<file path="config.mk">
export PLATFORM = sky130hd
export DESIGN_NAME = avg_frame_serializer
export DESIGN_NICKNAME = d
export VERILOG_FILES = /design/src/rtl/avg_frame_serializer.sv
export SDC_FILE = /design/constraint.sdc
export NUM_CORES = 1
export LEC_CHECK = 0
export CAP_MARGIN = 20
export CORE_ASPECT_RATIO = 0.6
export CORE_MARGIN = 5
export CORE_UTILIZATION = 40
export CTS_CLUSTER_SIZE = 30
export DETAILED_ROUTE_END_ITERATION = 7
export DONT_BUFFER_PORTS = 1
export GPL_TIMING_DRIVEN = 0
export HOLD_SLACK_MARGIN = 0.15
export PLACE_DENSITY = 0.55
export SLEW_MARGIN = 40
export SYNTH_ARGS = -nofsm -noshare
export SYNTH_HDL_FRONTEND = slang
export SYNTH_SLANG_ARGS = --single-unit
</file>
<file path="constraint.sdc">
create_clock -name clk -period 2.3 [get_ports clk]
set_input_delay 0.46 -clock clk [delete_from_list [all_inputs] [get_ports clk]]
set_output_delay 0.46 -clock clk [all_outputs]
set_load 0.01 [all_outputs]
</file>
<file path="src/rtl/avg_frame_serializer.sv">
// avg_frame_serializer
//   Buffers 6-bit averaged samples {t[1:0], y[1:0], x[1:0]} in a small FIFO.
//   Sends each sample on one pin as a UART-style frame: start (0), DATA_W data
//   bits LSB first, even parity, stop (1).
//
// Ports
//   clk          : clock, all logic on the rising edge
//   rst_n        : synchronous reset, ACTIVE-HIGH (1 resets; name is historical)
//   sample_in    : averaged sample, [1:0]=x, [3:2]=y, [5:4]=t
//   sample_valid : sample_in is valid this cycle (upstream cannot stall)
//   sample_ready : FIFO has room this cycle (combinational from the count)
//   clr_ovf      : clears the sticky overflow flag
//   tx           : registered serial output, idles high
//   busy         : registered, high while a frame is on the wire
//   fifo_count   : number of buffered samples, 0..FIFO_DEPTH
//   overflow     : sticky, a valid sample was dropped because the FIFO was full
module avg_frame_serializer #(
   parameter int CLKS_PER_BIT = 4,
   parameter int FIFO_DEPTH   = 4,
   parameter int DATA_W       = 6
) (
   input  logic                          clk,
   input  logic                          rst_n,
   input  logic [DATA_W-1:0]             sample_in,
   input  logic                          sample_valid,
   output logic                          sample_ready,
   input  logic                          clr_ovf,
   output logic                          tx,
   output logic                          busy,
   output logic [$clog2(FIFO_DEPTH):0]   fifo_count,
   output logic                          overflow
);

   localparam int PTR_W = $clog2(FIFO_DEPTH);
   localparam int CNT_W = PTR_W + 1;
   localparam int BC_W  = (CLKS_PER_BIT > 1) ? $clog2(CLKS_PER_BIT) : 1;
   localparam int IDX_W = $clog2(DATA_W);

   localparam logic [BC_W-1:0]  BIT_LAST = BC_W'(CLKS_PER_BIT - 1);
   localparam logic [CNT_W-1:0] CNT_FULL = CNT_W'(FIFO_DEPTH);
   localparam logic [IDX_W-1:0] IDX_LAST = IDX_W'(DATA_W - 1);

   typedef enum logic [2:0] {
      S_IDLE   = 3'd0,
      S_START  = 3'd1,
      S_DATA   = 3'd2,
      S_PARITY = 3'd3,
      S_STOP   = 3'd4
   } state_t;

   // Even parity bit: makes the total count of ones in data+parity even.
   function automatic logic even_parity(input logic [DATA_W-1:0] d);
      return ^d;
   endfunction

   // FIFO storage and bookkeeping
   logic [DATA_W-1:0] mem_q [FIFO_DEPTH];
   logic [PTR_W-1:0]  wr_ptr_q, wr_ptr_d;
   logic [PTR_W-1:0]  rd_ptr_q, rd_ptr_d;
   logic [CNT_W-1:0]  count_q, count_d;
   logic              ovf_q, ovf_d;
   logic              ready_s, push_s, drop_s, pop_s;
   logic [DATA_W-1:0] head_s;

   // Transmit FSM
   state_t            state_q, state_d;
   logic [BC_W-1:0]   bit_cnt_q, bit_cnt_d;
   logic [IDX_W-1:0]  idx_q, idx_d;
   logic [DATA_W-1:0] shift_q, shift_d;
   logic              par_q, par_d;
   logic              tx_q, tx_d;
   logic              busy_q, busy_d;

   // Ready never anticipates a same-edge pop: a full FIFO refuses the push.
   assign ready_s      = (count_q < CNT_FULL);
   assign head_s       = mem_q[rd_ptr_q];

   assign sample_ready = ready_s;
   assign tx           = tx_q;
   assign busy         = busy_q;
   assign fifo_count   = count_q;
   assign overflow     = ovf_q;

   // FIFO pointer/count next-state and sticky overflow (a new drop beats clear)
   always_comb begin
      push_s   = sample_valid & ready_s;
      drop_s   = sample_valid & ~ready_s;
      wr_ptr_d = wr_ptr_q;
      rd_ptr_d = rd_ptr_q;
      count_d  = count_q;
      ovf_d    = ovf_q;
      if (push_s) begin
         wr_ptr_d = wr_ptr_q + PTR_W'(1);
      end else begin
         wr_ptr_d = wr_ptr_q;
      end
      if (pop_s) begin
         rd_ptr_d = rd_ptr_q + PTR_W'(1);
      end else begin
         rd_ptr_d = rd_ptr_q;
      end
      case ({push_s, pop_s})
         2'b10:   count_d = count_q + CNT_W'(1);
         2'b01:   count_d = count_q - CNT_W'(1);
         default: count_d = count_q;
      endcase
      if (drop_s) begin
         ovf_d = 1'b1;
      end else if (clr_ovf) begin
         ovf_d = 1'b0;
      end else begin
         ovf_d = ovf_q;
      end
   end

   // Frame sequencer: tx_d is the value the pin takes after this edge
   always_comb begin
      state_d   = state_q;
      bit_cnt_d = bit_cnt_q;
      idx_d     = idx_q;
      shift_d   = shift_q;
      par_d     = par_q;
      tx_d      = tx_q;
      busy_d    = busy_q;
      pop_s     = 1'b0;
      case (state_q)
         S_IDLE: begin
            tx_d   = 1'b1;
            busy_d = 1'b0;
            if (count_q != CNT_W'(0)) begin
               pop_s     = 1'b1;
               shift_d   = head_s;
               par_d     = even_parity(head_s);
               bit_cnt_d = BC_W'(0);
               tx_d      = 1'b0;
               busy_d    = 1'b1;
               state_d   = S_START;
            end else begin
               state_d   = S_IDLE;
            end
         end
         S_START: begin
            if (bit_cnt_q == BIT_LAST) begin
               bit_cnt_d = BC_W'(0);
               idx_d     = IDX_W'(0);
               tx_d      = shift_q[0];
               state_d   = S_DATA;
            end else begin
               bit_cnt_d = bit_cnt_q + BC_W'(1);
               tx_d      = 1'b0;
            end
         end
         S_DATA: begin
            if (bit_cnt_q == BIT_LAST) begin
               bit_cnt_d = BC_W'(0);
               if (idx_q == IDX_LAST) begin
                  tx_d    = par_q;
                  state_d = S_PARITY;
               end else begin
                  // Next bit is shift_q[1], which becomes shift[0] after the shift
                  idx_d   = idx_q + IDX_W'(1);
                  shift_d = shift_q >> 1;
                  tx_d    = shift_q[1];
               end
            end else begin
               bit_cnt_d = bit_cnt_q + BC_W'(1);
               tx_d      = shift_q[0];
            end
         end
         S_PARITY: begin
            if (bit_cnt_q == BIT_LAST) begin
               bit_cnt_d = BC_W'(0);
               tx_d      = 1'b1;
               state_d   = S_STOP;
            end else begin
               bit_cnt_d = bit_cnt_q + BC_W'(1);
               tx_d      = par_q;
            end
         end
         S_STOP: begin
            tx_d = 1'b1;
            if (bit_cnt_q == BIT_LAST) begin
               bit_cnt_d = BC_W'(0);
               busy_d    = 1'b0;
               state_d   = S_IDLE;
            end else begin
               bit_cnt_d = bit_cnt_q + BC_W'(1);
            end
         end
         default: begin
            tx_d      = 1'b1;
            busy_d    = 1'b0;
            bit_cnt_d = BC_W'(0);
            state_d   = S_IDLE;
         end
      endcase
   end

   // FIFO storage write (contents need no reset; pointers gate visibility)
   always_ff @(posedge clk) begin
      if (push_s) begin
         mem_q[wr_ptr_q] <= sample_in;
      end
   end

   // State registers; reset aborts any frame and discards buffered samples
   always_ff @(posedge clk) begin
      if (rst_n) begin
         state_q   <= S_IDLE;
         bit_cnt_q <= BC_W'(0);
         idx_q     <= IDX_W'(0);
         shift_q   <= DATA_W'(0);
         par_q     <= 1'b0;
         tx_q      <= 1'b1;
         busy_q    <= 1'b0;
         wr_ptr_q  <= PTR_W'(0);
         rd_ptr_q  <= PTR_W'(0);
         count_q   <= CNT_W'(0);
         ovf_q     <= 1'b0;
      end else begin
         state_q   <= state_d;
         bit_cnt_q <= bit_cnt_d;
         idx_q     <= idx_d;
         shift_q   <= shift_d;
         par_q     <= par_d;
         tx_q      <= tx_d;
         busy_q    <= busy_d;
         wr_ptr_q  <= wr_ptr_d;
         rd_ptr_q  <= rd_ptr_d;
         count_q   <= count_d;
         ovf_q     <= ovf_d;
      end
   end

endmodule

</file>
After elaboration in Yosys (flattened, before gate mapping). Memories as Yosys holds them, arrays and structs flattened. A register that Yosys moved wholly into a read port is not among the register bits. Index checks and enable logic that the tools add are counted.

Memories kept: 1. Memory bits (writable): 24. Input port bits: 10. Bits in latches: 0. Bits in registers: 25. Logic and storage cells: 86. Output and inout port bits: 7. Memory bits (read-only): 0.

$mul: 0. Magnitude comparators: 1. Bitwise operators: 4. Mux-type cells: 34. Add/sub/neg operators: 6. Equality and inequality tests: 15. Divide/modulo/power cells: 0. Shift-type cells: 0. Reduce and logical (&&, ||, !) cells: 14.

Memories: mem_q (depth 4, bits a word 6, rd ports 1, clocked after Yosys merged registers in 1, write ports 1, line 57) `logic [DATA_W-1:0] mem_q [FIFO_DEPTH];`.

Operators with widths (count): $mux 3 (7); $mux 6 (3); $pmux 3 s5 (1); $ne 2x2->1 const B (7); $mux 1 (13); $pmux 3 s2 (2); $pmux 6 s2 (1); $mux 2 (4); $reduce_and 4->1 (2); $reduce_bool 2->1 (4); $add 2x1->2 const B (3); $add 3x1->3 const B (2); $eq 3x2->1 const B (2); $eq 3x3->1 const B (2); $reduce_xor 6->1 (1); $reduce_and 5->1 (1); $eq 2x2->1 const B (2); $pmux 1 s4 (1); $pmux 2 s2 (1); $reduce_and 2->1 (2); $reduce_or 4->1 (1); $eq 3x1->1 const B (1); $logic_not 3->1 (1); $lt 3x3->1 const B (1); 7 further kinds (9).

Longest topological paths before layout. Gate-level depths: netlist of run 1.

Word-level depth: 5. Mapped depth: 10. Mapped depth without buffers: 8.

Least setup slack after synthesis of run 1. Ideal clock, no wire load.

Kind: reg-to-reg. From: register state_q[2]. To: register count_q[2], in the netlist fifo_count[2]. Setup slack: -0.032 ns. Arrival: 2.261 ns. Cell stages (with the launch flop): 11. Setup time: 0.071 ns. Path through: dfxtp_1 clkbuf_1 nor3_1 and2_1 clkbuf_1 ha_1 inv_1 fa_1 xor2_1 or3_1 a21oi_1.

Word-level cells in the longest chain between the ends: 4.

RTL lines: start, declared (line 66) `state_t state_q, state_d;`; start signal, assigned (line 221) `state_q <= state_d;`; $logic_not 3->1 (*) (line 126) `case (state_q)`; $mux 1 (*) (line 126); $eq 2x1->1 or $eq 2x2->1 (tied branches) (line 102) `case ({push_s, pop_s})`; $pmux 3 s2 or $reduce_bool 2->1 (tied branches); end signal, assigned (line 230) `count_q <= count_d;`; end, declared (line 60) `logic [CNT_W-1:0] count_q, count_d;`.

Every way passes the cells marked *; elsewhere a longest branch is shown, timed or not. A chain may end at the register's enable or synchronous reset.

Final worst setup path of run 1.
From: register state_q[0]. To: register count_q[2], in the netlist fifo_count[2].

The elaborated chain is that of the path after synthesis.

==> results of run 1 <==
-- metrics by stage --
step / setup TNS [ps] / total power, mW / cells / utilization
6_report: 0 / 2.73 / 278 / 0.454
5_1_grt: 0 / 2.90 / 278 / 0.454
4_1_cts: 0 / 2.73 / 278 / 0.451
3_5_place_dp: -291 / 2.16 / 271 / 0.431
3_3_place_gp: -192 / 2.13 / 271 / 0.431
2_1_floorplan: 0 / 1.98 / 191 / -
-- layout make-up --
class | count | area (µm²)
Buffer | 11 | 57.6
Clock buffer | 5 | 68.8
Clock inverter | 3 | 27.5
Fill cell | 517 | 3040
Inverter | 9 | 33.8
Multi-Input combinational cell | 118 | 958
Sequential cell | 51 | 1270
Tap cell | 80 | 100
Timing Repair Buffer | 1 | 7.51
-- layout by cell type (no fill, tap or decap), drive strengths merged, types with 2 or more instances in the layout --
cell type,n
o21ai,6
ha,8
inv,11
clkbuf,12
a211oi,2
a21oi,15
buf,5
a311oi,6
mux4,6
mux2i,5
nor2,14
xor2,6
edfxtp,24
nand2,7
nand3,5
nor3,5
and2,5
dfxtp,27
or3,5
xnor2,4
nand2b,2
-- power by group through the flow --
stage / logic [mW] / registers [mW] / clock network (mW)
after CTS: 0.924 / 1.25 / 0.556
after detailed placement: 0.896 / 1.27 / 0
after global routing: 1.03 / 1.27 / 0.593
final: 0.938 / 1.25 / 0.547
after floorplan: 0.742 / 1.23 / 0
after global placement: 0.865 / 1.26 / 0
-- layer usage --
layer | GRT usage | share of wire | wire [µm] | vias up
met5 | 0 | 0 | 0 | -
met1 | 0.170 | 0.51 | 2200 | 705
li1 | - | - | - | 707
met2 | 0.190 | 0.43 | 1840 | 39
met3 | 0.0372 | 0.050 | 216 | 4
met4 | 0.0378 | 0.0084 | 36 | 0
-- cells by family (layout without fill, tap and decap cells) --
kind of cell,after synthesis,in the layout,share of synthesized area
AND/OR/NAND/NOR,50,50,0.114
adder cells (fa/ha/maj),9,9,0.0522
AO/OA/AOI/OAI,36,36,0.102
XOR/XNOR,11,11,0.0511
multiplexers,12,12,0.0919
flip-flops,51,51,0.548
buffers and inverters,22,29,0.0408
-- timing repair --
item / CTS / global route
setup endpoints to repair: 2 / 1
gates resized for setup: 7 / 7
pin swaps: 1 / 0
buffers inserted: 1 / 0
-- state kept, by name, summed over array words and instances, names as in the netlist, named ones only --
signal / count
par_q: 1
fifo_count: 3
overflow: 1
state_q: 3
wr_ptr_q: 2
busy: 1
shift_q: 6
mem_q: 24
rd_ptr_q: 2
bit_cnt_q: 2
tx: 1
idx_q: 3
-- critical path: stages, from the launching register on --
cell and delay [ps]:
dfxtp_1 320, buf_4 170, nor3_4 140, and2_1 150, buf_4 150, ha_2 190
inv_1 50, fa_1 370, xor2_1 170, or3_1 320, a21oi_1 140
-- final timing paths --
check                                  start            end  slack (ps)  cells after the start
worst max-delay path              state_q[0]  fifo_count[2]          50                     10
worst min-delay path            sample_in[0]    mem_q[0][0]         240                      0
worst max register to register    state_q[0]  fifo_count[2]          50                     10
worst min register to register      idx_q[1]       idx_q[1]         490                      2
==> out/qor.yml, run 1 <==
layout_min_cycle_time_ps: 2250
synth_edf_count: 24
cts_tree: "done"
area.growth.synth_to_final_pct: 9.85
yosys_warnings: 0
cts.htree.levels: 2
yosysSeqAreaShare: 0.548
relSlewSlack: 0.465
report.final.slew_viol_count: 0
power.switching_uw: 911
clkSinkCount: 51
holdBufCountCts: 0
p_leak_nw: 0.899
io_buffers: 0
synth_nets: 210
antenna_left: 0
hold_viol_final: 0
postSynth.asyncResetShare: 0
finalSetupViolCount: 0
synth_area_mm2: 0.00230
synthTopCellsByArea: "edfxtp_1 (31%), dfxtp_1 (24%), mux4_1 (4.6%)"
via_per_inst: 5.23
die_x_um: 108
yosysMostFrequentCell: "dfxtp_1"
drc_errors: 0
diodes: 0
drive_gt1_frac: 0.146
peakVddDrop_uv: 368
pwr-share-comb: 0.343
placed_area_mm2: 0.00240
antenna_found_initial: 0
fp.coreArea_mm2: 0.00557
vias: 1455
cap_violations: 0
cts_buffers: 5
yosys_most_used_dff: "dfxtp_1"
grt_pass1_vias: 1410
worst_pin_slew_ps: 792
critPathKind: "register to register"
initial_core_util: 0.413
rsz0062_at_grt: "false"
io_pins: 17
period_share: 0.976
power.share.switching: 0.333
std_cell_rows: 21
path_max_fanout: 10
fin_skew_ps: 14.5
clock_path_buffers: 2
drt_iter0_drc: 67
die_y_um: 68.7
wl_per_cell_um: 15.4
required_ps: 2540
gp_congestion: 0.815
synth.distinct_cells: 42
grt_start_max_net_pins: 19
cts_root_buf: "clkbuf_8"
totalWireLength_mm: 4.29
power_density_mw_per_mm2: 1080
startpoint_type: "register"
fmax_mhz: 445
p_clk_frac: 0.200
syn_area_per_cell_um2: 12.0
ys_top_cells_by_count: "dfxtp_1 (27), edfxtp_1 (24), a21oi_1 (15), nor2_1 (14)"
dp_hpwl_mm: 3.12
grt_usage: 0.124
hold_slack_ps: 244
p_seq_frac: 0.457
synth_top_area_frac: 0.313
clk_pin_slew_ps: 100
num-nets-final: 216
synth_top_area_cell: "edfxtp_1"
overflow: 0
grt_pass1_wl_mm: 6.87
status: "complete, no violations"
clk-insertion-delay-late_ps: 310
fin_ws_ps: 54.8
intPower_mw: 1.82
first_pass_iters: 4
ys_ff_latch: 51
end_kind: "register"
worst-endpoint-arrival_ps: 2480
dieArea_mm2: 0.00742
hold_path_class: "input pin to register"
syn_inst: 191
post-place-ws_ps: -268
final_cell_area_mm2: 0.00253
Power figures use the tool's default switching activity.
==> run 2: changes to the inputs <==
--- a/config.mk
+++ b/config.mk
@@ -12,9 +12,8 @@
 export CTS_CLUSTER_SIZE = 30
 export DETAILED_ROUTE_END_ITERATION = 7
 export DONT_BUFFER_PORTS = 1
-export GPL_TIMING_DRIVEN = 0
 export HOLD_SLACK_MARGIN = 0.15
-export PLACE_DENSITY = 0.55
+export PLACE_DENSITY = 0.57
 export SLEW_MARGIN = 40
 export SYNTH_ARGS = -nofsm -noshare
 export SYNTH_HDL_FRONTEND = slang
==> out/qor.yml, run 2 (same netlist as run 1, synthesis figures left out) <==
fmax_mhz: 483  # +8.5%
clock_path_buffers: 2  # unchanged
ff2ff_setup_slack_ps: 230  # +180 ps
cap_violations: 0  # unchanged
overflow: 0  # unchanged
cts_buffers: 5  # unchanged
first_pass_iters: 4  # unchanged
layout_min_cycle_time_ps: 2070  # -175 ps
largest_reg_flops: 24  # unchanged
grt_pass1_vias: 1421  # +0.78%
final-seq-area_mm2: 0.00126  # -0.79%
fin_skew_ps: 11.3  # -3.20 ps
dp_hpwl_mm: 2.94  # -5.5%
fp.coreArea_mm2: 0.00557  # unchanged
totalWireLength_mm: 4.01  # -6.7%
initial_core_util: 0.413  # unchanged
die_x_um: 108  # unchanged
drt_iter0_drc: 81  # +21%
antenna_left: 0  # unchanged
path_max_fanout: 6  # -4
diodes: 0  # unchanged
antenna_found_initial: 0  # unchanged
slowest_delay_ps: 650  # +280 ps
clk-insertion-delay-late_ps: 300  # about the same
crit_path_top_delay_cell: "mux4_1"
p_leak_nw: 0.928  # +3.3%
cts.htree.levels: 2  # unchanged
worst-endpoint-arrival_ps: 2300  # -180 ps
clkSinkCount: 51  # unchanged
num-nets-final: 213  # -1.4%
grt_usage: 0.122  # -0.00170
clk_pin_slew_ps: 100  # about the same
power.total_mw: 2.85  # +4.1%
io_buffers: 0  # unchanged
via_per_inst: 5.03  # -3.8%
end_kind: "register"
mostFrequentLayoutCells: "dfxtp_1 (26), edfxtp_1 (24), a21oi_1 (15), nor2_1 (14)"
io_pins: 17  # unchanged
path_cells: "mux4_1, xor2_1, xnor3_1, a211oi_2"
die_y_um: 68.7  # unchanged
finalSetupViolCount: 0  # unchanged
hold_path_class: "input pin to register"
post-place-ws_ps: 145  # +413 ps
peakVddDrop_uv: 566  # +54%
r2r_cells: 4  # -6
required_ps: 2530  # about the same
r2r_end: "par_q"
multi_input_area_um2: 952  # -0.65%
tns_ps: 0  # unchanged
hold_viol_final: 0  # unchanged
grt_pass1_wl_mm: 6.91  # +0.70%
crit_end: "par_q"
rsz0062_at_grt: "false"
fin_ws_ps: 230  # +175 ps
drc_errors: 0  # unchanged
startpoint_type: "register"
cts_root_buf: "clkbuf_8"
std_cell_rows: 21  # unchanged
relSlewSlack: 0.563  # +0.0987
dieArea_mm2: 0.00742  # unchanged
power_density_mw_per_mm2: 1120  # +3.0%
reg_top3: "mem_q x24, shift_q x6"
report.final.slew_viol_count: 0  # unchanged
grt_start_max_net_pins: 27  # +8
cts_tree: "done"
post-cts-setup-buffer-count: 0  # -1
worst_pin_slew_ps: 650  # -142 ps
critPathKind: "register to register"
wl_per_cell_um: 14.6  # -5.7%
holdBufCountCts: 0  # unchanged
status: "complete, no violations"
vias: 1384  # -4.9%
fin_util: 0.458  # +0.00472
drive_gt1_frac: 0.149  # +0.00225
area.growth.synth_to_final_pct: 11.0
regMostFlops: "mem_q"
final_common_cell: "dfxtp_1"
fillerInstances: 507  # -1.9%
period_share: 0.900  # -0.0762
gp_congestion: 0.779  # -4.5%
run 2: changes by cell type in the layout (fill, tap and decap cells not counted), sizes merged:
cell and delta:
buf +4, bufinv +2, clkbuf -7, inv -2
run 2: worst min path at each step:
| stage | from | to | slack [ps] | cells past startpoint |
|---|---|---|---|---|
| 2_1_floorplan | idx_q[1] | idx_q[1] | 450 | 2 |
| 3_3_place_gp | idx_q[1] | idx_q[1] | 450 | 2 |
| 3_5_place_dp | idx_q[1] | idx_q[1] | 460 | 2 |
| 4_1_cts | rst_n | par_q | 200 | 1 |
| 5_1_grt | rst_n | idx_q[1] | 190 | 1 |
| 6_report | rst_n | idx_q[1] | 210 | 1 |
run 2: area by class of cell:
class	instances	area share
inverters	9	0.0132
repair buffers	9	0.0265
multi-input cells	118	0.373
flip-flops and latches	51	0.495
clock inverters	3	0.0265
clock buffers	5	0.0270
well taps	80	0.0392
run 2: what timing repair did:
| action | 4_1_cts | 5_1_grt |
|---|---|---|
| gates resized for setup | 0 | 3 |
| setup endpoints to repair | 0 | 1 |
| hold endpoints to repair | 0 | 0 |
run 2: critical path, delay by kind of cell (launching register included):
kind,cells,cell delay [ps]
AOI/OAI and AO/OA,1,220
xor gates and xnor gates,2,610
DFF,1,530
muxes,1,650
run 2: where the power goes:
part / internal, mW / total [mW] / switching (mW)
clock: 0.433 / 0.718 / 0.285
combinational: 0.446 / 0.885 / 0.439
sequential: 1.13 / 1.24 / 0.115
total: 2.01 / 2.85 / 0.839
run 2: per-stage QoR:
stage               area, µm²  instances  hold slack, ps
finish                   2550        275             212
floorplan                2300        191             449
global placement         2410        267             452
global route             2550        275             188
CTS                      2540        275             204
detailed placement       2410        267             463
run 2: metal layers:
metal,vias to the layer above,global-route usage,share of wire
met5,-,0,0
met4,0,0.0425,0.013
met3,5,0.0353,0.054
met2,27,0.182,0.45
met1,655,0.170,0.49
li1,697,-,-
